### src/rtl/de0_nano_leds_scheduler.sv
// Round-robin scheduler sharing the DE0-Nano 8-LED driver among several
// requesters. The granted owner keeps the display for a minimum number of
// enabled cycles; its byte is forwarded with a one-shot update strobe.
module de0_nano_leds_scheduler #(
    parameter int REQUESTERS  = 4,
    parameter int HOLD_CYCLES = 1_000_000
) (
    input  logic                            clk,
    input  logic                            async_rst,
    input  logic                            clk_en,
    input  logic [REQUESTERS-1:0]           req_valid,
    input  logic [REQUESTERS*8-1:0]         req_data,
    output logic [REQUESTERS-1:0]           req_ready,
    output logic [7:0]                      data_out,
    output logic                            update_out,
    output logic [$clog2(REQUESTERS)-1:0]   owner_out,
    output logic                            busy
);

    localparam int OW = $clog2(REQUESTERS);
    localparam int CW = $clog2(HOLD_CYCLES + 1);
    localparam logic [CW-1:0] HOLD_RELOAD = CW'(HOLD_CYCLES - 1);
    localparam logic [OW-1:0] LAST_IDX    = OW'(REQUESTERS - 1);
    localparam logic [OW:0]   N_WIDE      = (OW+1)'(REQUESTERS);

    typedef enum logic {IDLE, HOLD} state_t;

    state_t          state, state_nxt;
    logic [OW-1:0]   ptr, ptr_nxt;
    logic [OW-1:0]   owner, owner_nxt;
    logic [CW-1:0]   hold_cnt, hold_nxt;
    logic [7:0]      data_nxt;
    logic            update_nxt;
    logic [OW-1:0]   grant;
    logic            grant_found;
    logic [OW:0]     scan_idx;

    // Round-robin search: first valid index starting at ptr, wrapping modulo REQUESTERS
    always_comb begin
        grant       = '0;
        grant_found = 1'b0;
        scan_idx    = '0;
        for (int k = 0; k < REQUESTERS; k++) begin
            scan_idx = {1'b0, ptr} + (OW+1)'(k);
            if (scan_idx >= N_WIDE) begin
                scan_idx = scan_idx - N_WIDE;
            end
            if (!grant_found && req_valid[scan_idx[OW-1:0]]) begin
                grant_found = 1'b1;
                grant       = scan_idx[OW-1:0];
            end
        end
    end

    // Next-state, accept handshake and strobe logic
    always_comb begin
        state_nxt  = state;
        ptr_nxt    = ptr;
        owner_nxt  = owner;
        hold_nxt   = hold_cnt;
        data_nxt   = data_out;
        update_nxt = update_out;
        req_ready  = '0;
        if (clk_en) begin
            // The strobe lives for exactly one enabled cycle unless re-armed below.
            update_nxt = 1'b0;
            case (state)
                IDLE: begin
                    if (grant_found) begin
                        req_ready[grant] = 1'b1;
                        data_nxt         = req_data[{grant, 3'b000} +: 8];
                        update_nxt       = 1'b1;
                        owner_nxt        = grant;
                        hold_nxt         = HOLD_RELOAD;
                        state_nxt        = HOLD;
                    end
                end
                HOLD: begin
                    // The owner's own re-request wins over expiry and restarts the hold.
                    if (req_valid[owner]) begin
                        req_ready[owner] = 1'b1;
                        data_nxt         = req_data[{owner, 3'b000} +: 8];
                        update_nxt       = 1'b1;
                        hold_nxt         = HOLD_RELOAD;
                    end else if (hold_cnt != '0) begin
                        hold_nxt = hold_cnt - 1'b1;
                    end else begin
                        state_nxt = IDLE;
                        ptr_nxt   = (owner == LAST_IDX) ? '0 : owner + 1'b1;
                    end
                end
                default: state_nxt = IDLE;
            endcase
        end
        // Nothing may be accepted while reset is held.
        if (async_rst) begin
            req_ready = '0;
        end
    end

    // State and output registers, cleared asynchronously
    always_ff @(posedge clk or posedge async_rst) begin
        if (async_rst) begin
            state      <= IDLE;
            ptr        <= '0;
            owner      <= '0;
            hold_cnt   <= '0;
            data_out   <= 8'h00;
            update_out <= 1'b0;
        end else begin
            state      <= state_nxt;
            ptr        <= ptr_nxt;
            owner      <= owner_nxt;
            hold_cnt   <= hold_nxt;
            data_out   <= data_nxt;
            update_out <= update_nxt;
        end
    end

    assign busy      = (state == HOLD);
    assign owner_out = owner;

endmodule

### config.mk
export PLATFORM = sky130hd
export DESIGN_NAME = de0_nano_leds_scheduler
export DESIGN_NICKNAME = d
export VERILOG_FILES = /design/src/rtl/de0_nano_leds_scheduler.sv
export SDC_FILE = /design/constraint.sdc
export NUM_CORES = 1
export LEC_CHECK = 0
export BUFFER_PORTS_ARGS = -buffer_cell sky130_fd_sc_hd__buf_2
export CAP_MARGIN = 25
export CELL_PAD_IN_SITES_DETAIL_PLACEMENT = 0
export CELL_PAD_IN_SITES_GLOBAL_PLACEMENT = 2
export CORE_MARGIN = 10
export CORE_UTILIZATION = 23
export CTS_BUF_LIST = sky130_fd_sc_hd__clkbuf_8
export DETAILED_ROUTE_END_ITERATION = 7
export PLACE_DENSITY_LB_ADDON = 0.1
export SLEW_MARGIN = 10
export SYNTH_ARGS = -nofsm -noshare
export SYNTH_HDL_FRONTEND = slang
export SYNTH_SLANG_ARGS = --single-unit
### constraint.sdc
create_clock -name clk -period 5.15 [get_ports clk]
set_clock_uncertainty 0.05 [all_clocks]
set_input_delay 0.515 -clock clk [delete_from_list [all_inputs] [get_ports clk]]
set_output_delay 0.515 -clock clk [all_outputs]
set_load 0.01 [all_outputs]
==> reports/qor.txt, run 1 <==
CLOCK NETWORK
------------------------------------------------------------------------------------------
Sinks on Clock Net                                                                      34
CTS-repair resized insts                                                                 0
Skew-Pair Late Insertion Delay                                                     0.28 ns
Clock Path Buffers                                                                       2
Clock tree from TritonCTS                                                             done
Number of buffers inserted during clock tree synthesis                                   5
Hold buffer count at CTS                                                                 0
H-tree depth                                                                             2
Clock edge transition at the registers on the reported setup and hold paths        0.08 ns
Post CTS Setup Buffer Count                                                              0
Root buffer cell                                                                  clkbuf_8

CRITICAL PATH
------------------------------------------------------------------------------------------
Worst path bufs/invs                                                                     1
Critical path data required time                                                   4.59 ns
Kind of start point of the critical path                                              flop
Critical Path Fanout Max                                                                 9
Critical path class                                                           flop to output pin
Sequence of cells on the critical path                                        nor2_1, nand3_1, nand2b_1, a21oi_1, buf_2
Kind of cell adding the most delay to the critical path                       simple AND/OR/NAND/NOR gates
Endpoint kind of the worst setup timing path                                    output pin
Worst EP arrival                                                                   2.12 ns
Slowest cell on the critical path                                                   nor2_1
Biggest cell delay along the critical path                                         0.54 ns

FINISH
------------------------------------------------------------------------------------------
Syn-to-layout area delta                                                            24.00%
Final net count                                                                        337
Diodes inserted                                                                          0
Proportion of layout cells with a drive suffix above 1                              0.2901
Multi-input gate area                                                             1314 um2
Sequential standard cell area                                                    850.8 um2
Final cell count without fillers                                                       422
Total of fill cells in the finished design                                            1005

DETAILED ROUTING
------------------------------------------------------------------------------------------
Routed wire length per instance                                                   16.37 um
Total length of routed wires                                                      6.910 mm
Number of DRC markers in iteration 0                                                    67
Count of nets left with antenna violations after detail routing                          0
# DRC                                                                                    0
Via-to-Cell Ratio                                                                    4.682
Vias post-DR                                                                          1976
Pre-Repair DR Iteration Count                                                            6

GRT
------------------------------------------------------------------------------------------
Initial antenna violation count                                                          0
Global route overflow                                                                    0
Overall track demand over capacity in global routing                               0.09822
Routing layer with the top usage in global route                                      met2
Maximum number of pins on one net before global-route repair                            36
Met2 Use GR                                                                         0.1450
Wire length of the first global-routing pass                                      11.35 mm
Met1 usage                                                                          0.1331
Met3 usage in global routing                                                       0.03379
Vias in the first global route                                                        2072

STA
------------------------------------------------------------------------------------------
Final worst-path cycle share                                                        0.5212
RSZ-0062 raised after global routing                                                    no
Final period demand of the worst path                                             2.684 ns
Count of pins over their slew limit                                                      0
Hold violation count in the final report                                                 0
Slew headroom                                                                       0.5282
Final setup viols                                                                        0
Transition time at the pin with the least slew margin                            0.7060 ns
Upper clock frequency limit                                                     0.3726 GHz
Final total negative setup slack                                                      0 ns

FLOORPLAN
------------------------------------------------------------------------------------------
Number of top-level pins                                                                55
Standard-cell row count                                                                 35
Core Footprint                                                                    9328 um2
Total Die Area                                                                   14040 um2
Chip height                                                                       118.5 um
DIE WIDTH                                                                         118.5 um
Initial core utilization                                                            0.2392

YOSYS
------------------------------------------------------------------------------------------
Synthesized area divided by synthesized cell count                               9.413 um2
Synth unique cells                                                                      55
Post-synthesis cell count                                                              237
Seq cells post-synth                                                                    34
Yosys warns                                                                              0
Cell Area, Synth                                                                  2231 um2
Fraction of the yosys area taken by sequential cells                                0.3814
Primary FF master, synth                                                           dfrtp_1
Top cell type by total area after synthesis                                        dfrtp_1
Top cell type's share of synthesized area                                           0.3814
Top cells by area, synth                                                      dfrtp_1 (38%), mux2i_1 (8.1%), nand2_1 (4.2%)
Synth async-reset ratio                                                              1.000
Mapped Nets                                                                            282
Number of enable-type register cells in the synthesized netlist                          0

PLACED DESIGN
------------------------------------------------------------------------------------------
Port bufs                                                                               54
Cell count after placement                                                             413
Post-detailed-placement half-perimeter wirelength                                 5.151 mm
Final Wtd Congestion                                                                0.7299

PWR
------------------------------------------------------------------------------------------
Worst supply voltage drop on vdd                                               0.0001056 V
Leakage Power                                                                     1.127 nW
Overall power consumption                                                      0.0007449 W
Pwr dens                                                                      269.3 nW/um2

HOLD PATH
------------------------------------------------------------------------------------------
Worst min-delay path class                                                    input pin to async pin

FLOW RUN
------------------------------------------------------------------------------------------
Number of maximum-capacitance constraint violations                                      0

OUTCOME
------------------------------------------------------------------------------------------
Result of the run                                                             finished clean

[power by group]
group          internal [W]  leakage [nW]  switching (W)
registers          0.000295         0.394      0.0000238
clock network      0.000135        0.0575       0.000104
logic             0.0000777         0.675       0.000109
total              0.000508          1.13       0.000237
[layout by cell type, fill, tap and decap left out, drive strengths merged, types with 8 or more instances in the layout]
cell    Yosys  final
buf         3     57
o221ai      8      8
o21ai       9      9
nand2      25     25
a21oi      11     11
dfrtp      34     34
or4         9      9
mux2i      18     18
clkbuf      6      8
inv         8      8
nor2       20     20
[worst min-delay path, delay by kind of cell]
family / cells / cell delay, ns
buffers and inverters: 3 / 0.55
[state kept, by name, indices dropped and copies added (netlist names)]
signal      count
busy            1
update_out      1
ptr             2
hold_cnt       20
owner_out       2
data_out        8
[metrics by stage]
step	hold WS [ns]	util	worst slack (ns)	instance area, um2
final	0.2861	0.2966	2.466	2766
after global routing	0.3418	0.2966	2.257	2766
after CTS	0.3027	0.2950	2.410	2751
after detailed placement	0.4248	0.2832	2.387	2641
after global placement	0.4183	0.2832	2.446	2641
after floorplan	0.4443	-	2.794	2231
[logic make-up after synthesis]
logic type      count (synthesis)  share of synthesized area
simple gates                  102                     0.2580
compound gates                 55                     0.1834
flops                          34                     0.3814
mux                            22                     0.1060
buf+inv                        17                    0.03365
fa+ha+maj                       6                    0.03365
xor+xnor                        1                   0.003927
[layout make-up]
| type | count | area share |
|---|---|---|
| Multi-Input combinational cell | 186 | 0.4749 |
| Clock buffer | 8 | 0.03980 |
| Sequential cell | 34 | 0.3076 |
| Inverter | 8 | 0.01085 |
| Timing Repair Buffer | 57 | 0.1085 |
| Tap cell | 129 | 0.05834 |
[metal layers]
layer / part of all wire / up-vias / routed length, um
li1: - / 1004 / -
met2: 0.43 / 48 / 2984
met4: 0.0077 / 0 / 53
met5: 0 / - / 0
met3: 0.058 / 5 / 400
met1: 0.50 / 919 / 3471
[worst paths after layout]
check                      cells after the start           end          from  slack, ns
setup / recovery                               5  req_ready[3]          busy       2.47
hold / removal                                 3   data_out[1]     async_rst       0.29
setup reg to reg                               5   data_out[7]  owner_out[0]       2.50
hold reg to reg                                2   data_out[3]   data_out[3]       0.44
max in group asynchronous                      3  hold_cnt[14]     async_rst       4.42
min in group clk                               2   data_out[3]   data_out[3]       0.44
[synth_stat cells (2+ instances only)]
master and n:
nand2_1 25, or4_2 2, or2_2 3, and4_1 4, and2_1 4, o211ai_1 2, buf_2 2, nand4b_1 2
mux2_2 3, or4_1 6, mux2i_1 18, o221ai_1 8, a31oi_1 4, ha_1 6, nand2b_1 4, a211oi_1 2
dfrtp_1 34, or3_1 5, nand3_1 5, nor3_1 4, a2bb2oi_1 2, o21ai_0 6, o31ai_1 5, o21ai_1 3
nor2_1 20, a21o_1 2, nand3b_1 2, nor4_1 5, clkbuf_1 5, o31a_1 2, or3_2 2, a21oi_1 10
inv_1 8
(Power assumes the default switching activity.)
==> run 2: changes to the inputs <==
==> constraint.sdc (replaced) <==
create_clock -name clk -period 2.2 [get_ports clk]
set_clock_uncertainty 0.05 [all_clocks]
set_input_delay 0.22 -clock clk [delete_from_list [all_inputs] [get_ports clk]]
set_output_delay 0.22 -clock clk [all_outputs]
set_load 0.01 [all_outputs]
==> reports/qor.txt, run 2 (synthesis gave the netlist of run 1 again) <==
OUTCOME
------------------------------------------------------------------------------------------
Result of the run                                                             finished, violations left
Failing checks                                                                negative setup slack

CRITICAL PATH
------------------------------------------------------------------------------------------
Critical path data required time                                                   2.36 ns   -2.23 ns
Worst reg2reg endpoint                                                        hold_cnt[11]
Slowest cell on the critical path                                                   or4b_4
Worst reg-to-reg path cell count                                                         6   +1
Worst path bufs/invs                                                                     1   unchanged
Biggest cell delay along the critical path                                         0.58 ns   +0.04 ns
Critical Path Fanout Max                                                                 6   -3
Kind of cell adding the most delay to the critical path                       simple AND/OR/NAND/NOR gates
Kind of start point of the critical path                                              flop
Start point of the critical path                                               hold_cnt[6]
FF-to-FF Start                                                                 hold_cnt[6]
Sequence of cells on the critical path                                        or4_4, or4b_4, o31ai_4, buf_6, o21ai_2, a21oi_2
Setup slack of the most critical reg-to-reg path                                  -0.08 ns   -2.58 ns
Endpoint kind of the worst setup timing path                                          flop
Critical path class                                                           flop to flop
Worst EP arrival                                                                   2.45 ns   +0.33 ns

STA
------------------------------------------------------------------------------------------
Hold violation count in the final report                                                 0   unchanged
Count of pins over their slew limit                                                      0   unchanged
Final worst-path cycle share                                                         1.039
Upper clock frequency limit                                                     0.4377 GHz
Final period demand of the worst path                                             2.285 ns
WHS                                                                              0.1071 ns   -0.1790 ns
RSZ-0062 raised after global routing                                                   yes
Slew headroom                                                                       0.6558   +0.1276
Final setup viols                                                                        9   +9
Worst-case setup margin in the final layout                                    -0.08487 ns   -2.551 ns
Transition time at the pin with the least slew margin                            0.5118 ns   -0.1943 ns

FINISH
------------------------------------------------------------------------------------------
Proportion of layout cells with a drive suffix above 1                              0.4694   +0.1793
Syn-to-layout area delta                                                            48.07%
Final Core Density                                                                  0.3541   +0.05755
Diodes inserted                                                                          0   unchanged
Most frequent standard cell in the layout excluding fill and tap cells               buf_2
Post-route design area                                                            3303 um2   +19%
Flip-flop count of the largest register after layout                                    20   unchanged
Largest registers in the final layout                                         hold_cnt (20), data_out (8)
Most frequent cells in the layout                                             buf_2 (54), buf_4 (48), dfrtp_1 (33)
Final net count                                                                        388   +15%
Biggest register                                                                  hold_cnt
Final cell count without fillers                                                       472   +12%

DETAILED ROUTING
------------------------------------------------------------------------------------------
Total length of routed wires                                                      7.646 mm   +11%
# DRC                                                                                    0   unchanged
Pre-Repair DR Iteration Count                                                            4   -2
Vias post-DR                                                                          2231   +13%
Via-to-Cell Ratio                                                                    4.727   +0.94%
Number of DRC markers in iteration 0                                                    84   +25%
Count of nets left with antenna violations after detail routing                          0   unchanged
Routed wire length per instance                                                   16.20 um   -1.1%

PLACED DESIGN
------------------------------------------------------------------------------------------
Post-detailed-placement cell area                                                 3003 um2   +14%
Post-detailed-placement half-perimeter wirelength                                 5.696 mm   +11%
Cell count after placement                                                             455   +10%
Port bufs                                                                               54   unchanged
Final Wtd Congestion                                                                0.7136   -2.2%

CLOCK NETWORK
------------------------------------------------------------------------------------------
Number of buffers inserted during clock tree synthesis                                   5   unchanged
Skew-Pair Late Insertion Delay                                                     0.28 ns   about the same
Root buffer cell                                                                  clkbuf_8
Clock edge transition at the registers on the reported setup and hold paths        0.07 ns   about the same
H-tree depth                                                                             2   unchanged
Clock tree from TritonCTS                                                             done
Clock Path Buffers                                                                       2   unchanged
Hold buffer count at CTS                                                                 0   unchanged
Sinks on Clock Net                                                                      34   unchanged

GRT
------------------------------------------------------------------------------------------
Met2 Use GR                                                                         0.1752   +0.03025
Global route overflow                                                                    0   unchanged
Wire length of the first global-routing pass                                      12.21 mm   +7.5%
Met3 usage in global routing                                                       0.02332   -0.01047
Met1 usage                                                                          0.1356   +0.002517
Initial antenna violation count                                                          0   unchanged
Maximum number of pins on one net before global-route repair                            35   -2.8%
Vias in the first global route                                                        2283   +10%
Overall track demand over capacity in global routing                                0.1055   +0.007290
Routing layer with the top usage in global route                                      met2

PWR
------------------------------------------------------------------------------------------
Leakage Power                                                                     1.408 nW   +25%
Worst supply voltage drop on vdd                                               0.0001868 V   +77%
Pwr dens                                                                      512.4 nW/um2   +90%

FLOORPLAN
------------------------------------------------------------------------------------------
Core Footprint                                                                    9328 um2   unchanged
Initial core utilization                                                            0.2392   unchanged
DIE WIDTH                                                                         118.5 um   unchanged
Number of top-level pins                                                                55   unchanged
Total Die Area                                                                   14040 um2   unchanged
Chip height                                                                       118.5 um   unchanged
Standard-cell row count                                                                 35   unchanged

HOLD PATH
------------------------------------------------------------------------------------------
Worst min-delay path class                                                    input pin to async pin

FLOW RUN
------------------------------------------------------------------------------------------
Number of maximum-capacitance constraint violations                                      0   unchanged

## run 2: stage by stage
| step | power (W) | setup slack [ns] | setup TNS (ns) |
|---|---|---|---|
| after global routing | 0.001825 | -0.1648 | -1.498 |
| after global placement | 0.001273 | -0.1665 | -2.046 |
| after detailed placement | 0.001270 | -0.2094 | -2.389 |
| after floorplan | 0.001017 | -0.1230 | -0.9707 |
| final | 0.001693 | -0.08487 | -0.5496 |
| after CTS | 0.001729 | -0.08778 | -0.7750 |
## run 2: cell type report
cell class                      instances  area [um2]
Tap cell                              129       161.4
Clock buffer                            5       68.82
Multi-Input combinational cell        187        1488
Clock inverter                          2       7.507
Timing Repair Buffer                  107       695.7
Sequential cell                        34       852.1
Inverter                                8       30.03
Fill cell                             972        6025
## run 2: worst max path at each step
stage | end | slack, ns | cells after the start
global route | hold_cnt[9] | -0.16 | 5
CTS | hold_cnt[9] | -0.09 | 5
detailed placement | hold_cnt[15] | -0.21 | 5
finish | hold_cnt[11] | -0.08 | 6
global placement | hold_cnt[15] | -0.17 | 5
floorplan | hold_cnt[5] | -0.12 | 6
## run 2: worst reg2reg max path: stages, from the launching register on
cell     delay [ns]
dfrtp_1        0.38
or4_4          0.56
or4b_4         0.58
o31ai_4        0.27
buf_6          0.17
o21ai_2        0.07
a21oi_2        0.15
## run 2: what timing repair did
| action | 4_1_cts | 5_1_grt |
|---|---|---|
| gates cloned | 0 | 1 |
| setup endpoints to repair | 31 | 31 |
| resized for setup | 19 | 17 |
| setup buffers | 6 | 3 |
| pin swaps | 14 | 13 |
| hold endpoints to repair | 0 | 0 |
## run 2: power breakdown
| part | internal (W) | switching [W] | total (W) |
|---|---|---|---|
| logic | 0.000237 | 0.000299 | 0.000536 |
| registers | 0.000691 | 0.0000344 | 0.000726 |
| clock network | 0.000209 | 0.000222 | 0.000431 |
## run 2: layer usage
layer  vias up  routed length [um]
li1       1115                   -
met1      1079                3625
met2        32                3696
met3         5                 257
met4         0                  68
met5         -                   0
==> run 3: changes to the inputs <==
--- a/config.mk
+++ b/config.mk
@@ -7,8 +7,8 @@
 export LEC_CHECK = 0
 export BUFFER_PORTS_ARGS = -buffer_cell sky130_fd_sc_hd__buf_2
 export CAP_MARGIN = 25
-export CELL_PAD_IN_SITES_DETAIL_PLACEMENT = 0
-export CELL_PAD_IN_SITES_GLOBAL_PLACEMENT = 2
+export CELL_PAD_IN_SITES_DETAIL_PLACEMENT = 1
+export CELL_PAD_IN_SITES_GLOBAL_PLACEMENT = 1
 export CORE_MARGIN = 10
 export CORE_UTILIZATION = 23
 export CTS_BUF_LIST = sky130_fd_sc_hd__clkbuf_8
==> reports/qor.txt, run 3 (synthesis gave the netlist of run 1 again) <==
CLOCK NETWORK
------------------------------------------------------------------------------------------
Sinks on Clock Net                                                                      34   unchanged
Clock tree from TritonCTS                                                             done
H-tree depth                                                                             2   unchanged
Hold buffer count at CTS                                                                 0   unchanged
Clock edge transition at the registers on the reported setup and hold paths        0.08 ns   about the same
Root buffer cell                                                                  clkbuf_8
Number of buffers inserted during clock tree synthesis                                   5   unchanged
Skew-Pair Late Insertion Delay                                                     0.30 ns   +0.02 ns
Clock Path Buffers                                                                       2   unchanged

PWR
------------------------------------------------------------------------------------------
Worst supply voltage drop on vdd                                               0.0002328 V   +25%
Leakage Power                                                                     1.443 nW   +2.5%
Overall power consumption                                                       0.001778 W   +5.1%
Pwr dens                                                                      523.8 nW/um2   +2.2%

DETAILED ROUTING
------------------------------------------------------------------------------------------
Vias post-DR                                                                          2301   +3.1%
Pre-Repair DR Iteration Count                                                            4   unchanged
Number of DRC markers in iteration 0                                                    74   -12%
Total length of routed wires                                                      7.955 mm   +4.0%
Routed wire length per instance                                                   16.57 um   +2.3%
# DRC                                                                                    0   unchanged
Count of nets left with antenna violations after detail routing                          0   unchanged
Via-to-Cell Ratio                                                                    4.794   +1.4%

FINISH
------------------------------------------------------------------------------------------
Total of fill cells in the finished design                                            1085   +12%
Final net count                                                                        395   +1.8%
Diodes inserted                                                                          0   unchanged
Syn-to-layout area delta                                                            52.16%
Final Core Density                                                                  0.3639   +0.009792
Flip-flop count of the largest register after layout                                    20   unchanged
Post-route design area                                                            3395 um2   +2.8%
Final cell count without fillers                                                       480   +1.7%
Largest registers in the final layout                                         hold_cnt (20), data_out (8)
Proportion of layout cells with a drive suffix above 1                              0.5014   +0.03204
Biggest register                                                                  hold_cnt
Most frequent cells in the layout                                             buf_2 (54), buf_4 (54), dfrtp_1 (31)

CRITICAL PATH
------------------------------------------------------------------------------------------
Setup slack of the most critical reg-to-reg path                                  -0.11 ns   -0.02 ns
Worst reg-to-reg path cell count                                                         5   -1
Kind of start point of the critical path                                              flop
FF-to-FF Start                                                                 hold_cnt[9]
Start point of the critical path                                               hold_cnt[9]
Worst EP arrival                                                                   2.47 ns   +0.02 ns
Critical Path Fanout Max                                                                 8   +2
Worst reg2reg endpoint                                                         hold_cnt[9]
Critical path data required time                                                   2.36 ns   about the same
Endpoint kind of the worst setup timing path                                          flop
Critical path class                                                           flop to flop

STA
------------------------------------------------------------------------------------------
RSZ-0062 raised after global routing                                                   yes
Count of pins over their slew limit                                                      0   unchanged
Transition time at the pin with the least slew margin                            0.4679 ns   -0.04384 ns
Final period demand of the worst path                                             2.308 ns   +0.02329 ns
Worst-case setup margin in the final layout                                     -0.1082 ns   -0.02329 ns
Hold violation count in the final report                                                 0   unchanged
Final worst-path cycle share                                                         1.049   +0.01059
Slew headroom                                                                       0.6880   +0.03229
Upper clock frequency limit                                                     0.4332 GHz   -1.0%
Final setup viols                                                                       14   +5
Final total negative setup slack                                                -0.7384 ns   -0.1889 ns

FLOORPLAN
------------------------------------------------------------------------------------------
Standard-cell row count                                                                 35   unchanged
Initial core utilization                                                            0.2392   unchanged
Total Die Area                                                                   14040 um2   unchanged
Core Footprint                                                                    9328 um2   unchanged
Number of top-level pins                                                                55   unchanged
Chip height                                                                       118.5 um   unchanged
DIE WIDTH                                                                         118.5 um   unchanged

HOLD PATH
------------------------------------------------------------------------------------------
Worst min-delay path class                                                    input pin to async pin

PLACED DESIGN
------------------------------------------------------------------------------------------
Cell count after placement                                                             460   +1.1%
Post-detailed-placement half-perimeter wirelength                                 5.990 mm   +5.2%
Post-detailed-placement cell area                                                 3065 um2   +2.1%
Final Wtd Congestion                                                                0.7419   +4.0%
Port bufs                                                                               54   unchanged

OUTCOME
------------------------------------------------------------------------------------------
Failing checks                                                                negative setup slack
Result of the run                                                             finished, violations left

GRT
------------------------------------------------------------------------------------------
Maximum number of pins on one net before global-route repair                            35   unchanged
Wire length of the first global-routing pass                                      12.77 mm   +4.6%
Global route overflow                                                                    0   unchanged
Overall track demand over capacity in global routing                                0.1092   +0.003710
Vias in the first global route                                                        2520   +10%
Initial antenna violation count                                                          0   unchanged

FLOW RUN
------------------------------------------------------------------------------------------
Number of maximum-capacitance constraint violations                                      0   unchanged

run 3: critical path, cell delays in order, from the launching register on:
cell	delay, ns
dfrtp_1	0.40
or4_4	0.57
or4b_4	0.56
o31a_4	0.34
nand4_1	0.13
mux2i_1	0.19
run 3: worst max-delay path by stage:
stage	to	cells past startpoint
floorplan	hold_cnt[5]	6
global placement	hold_cnt[15]	5
detailed placement	hold_cnt[15]	5
CTS	hold_cnt[9]	5
global route	hold_cnt[3]	5
finish	hold_cnt[9]	5
run 3: final cells by class:
cell class	count	area, um2	share of cell area
Inverter	8	30.03	0.008846
Clock inverter	3	11.26	0.003317
Tap cell	129	161.4	0.04755
Multi-Input combinational cell	187	1508	0.4442
Sequential cell	34	854.6	0.2518
Timing Repair Buffer	114	760.7	0.2241
Clock buffer	5	68.82	0.02027
run 3: where the power goes:
group | total, W | switching (W) | internal, W
clock network | 0.000468 | 0.000257 | 0.000212
registers | 0.000732 | 0.0000410 | 0.000691
logic | 0.000578 | 0.000315 | 0.000263
run 3: what timing repair did:
item | in CTS | in global routing
setup buffers | 7 | 6
pin swaps | 9 | 13
cloned | 0 | 1
endpoints found under the hold margin | 0 | 0
endpoints found under the setup margin | 22 | 35
gates resized for setup | 14 | 31
run 3: per-layer routing:
metal / wire [um] / vias up / global-route usage
li1: - / 1124 / -
met1: 3868 / 1123 / 0.1420
met2: 3677 / 46 / 0.1759
met3: 339 / 8 / 0.03237
met4: 70 / 0 / 0.02061
met5: 0 / - / 0
run 3: per-stage QoR:
step,setup WS (ns),hold slack (ns)
2_1_floorplan,-0.1230,0.3198
3_3_place_gp,-0.1586,0.4171
3_5_place_dp,-0.2118,0.4092
4_1_cts,-0.1225,0.08607
5_1_grt,-0.1760,0.1090
6_report,-0.1082,0.03142
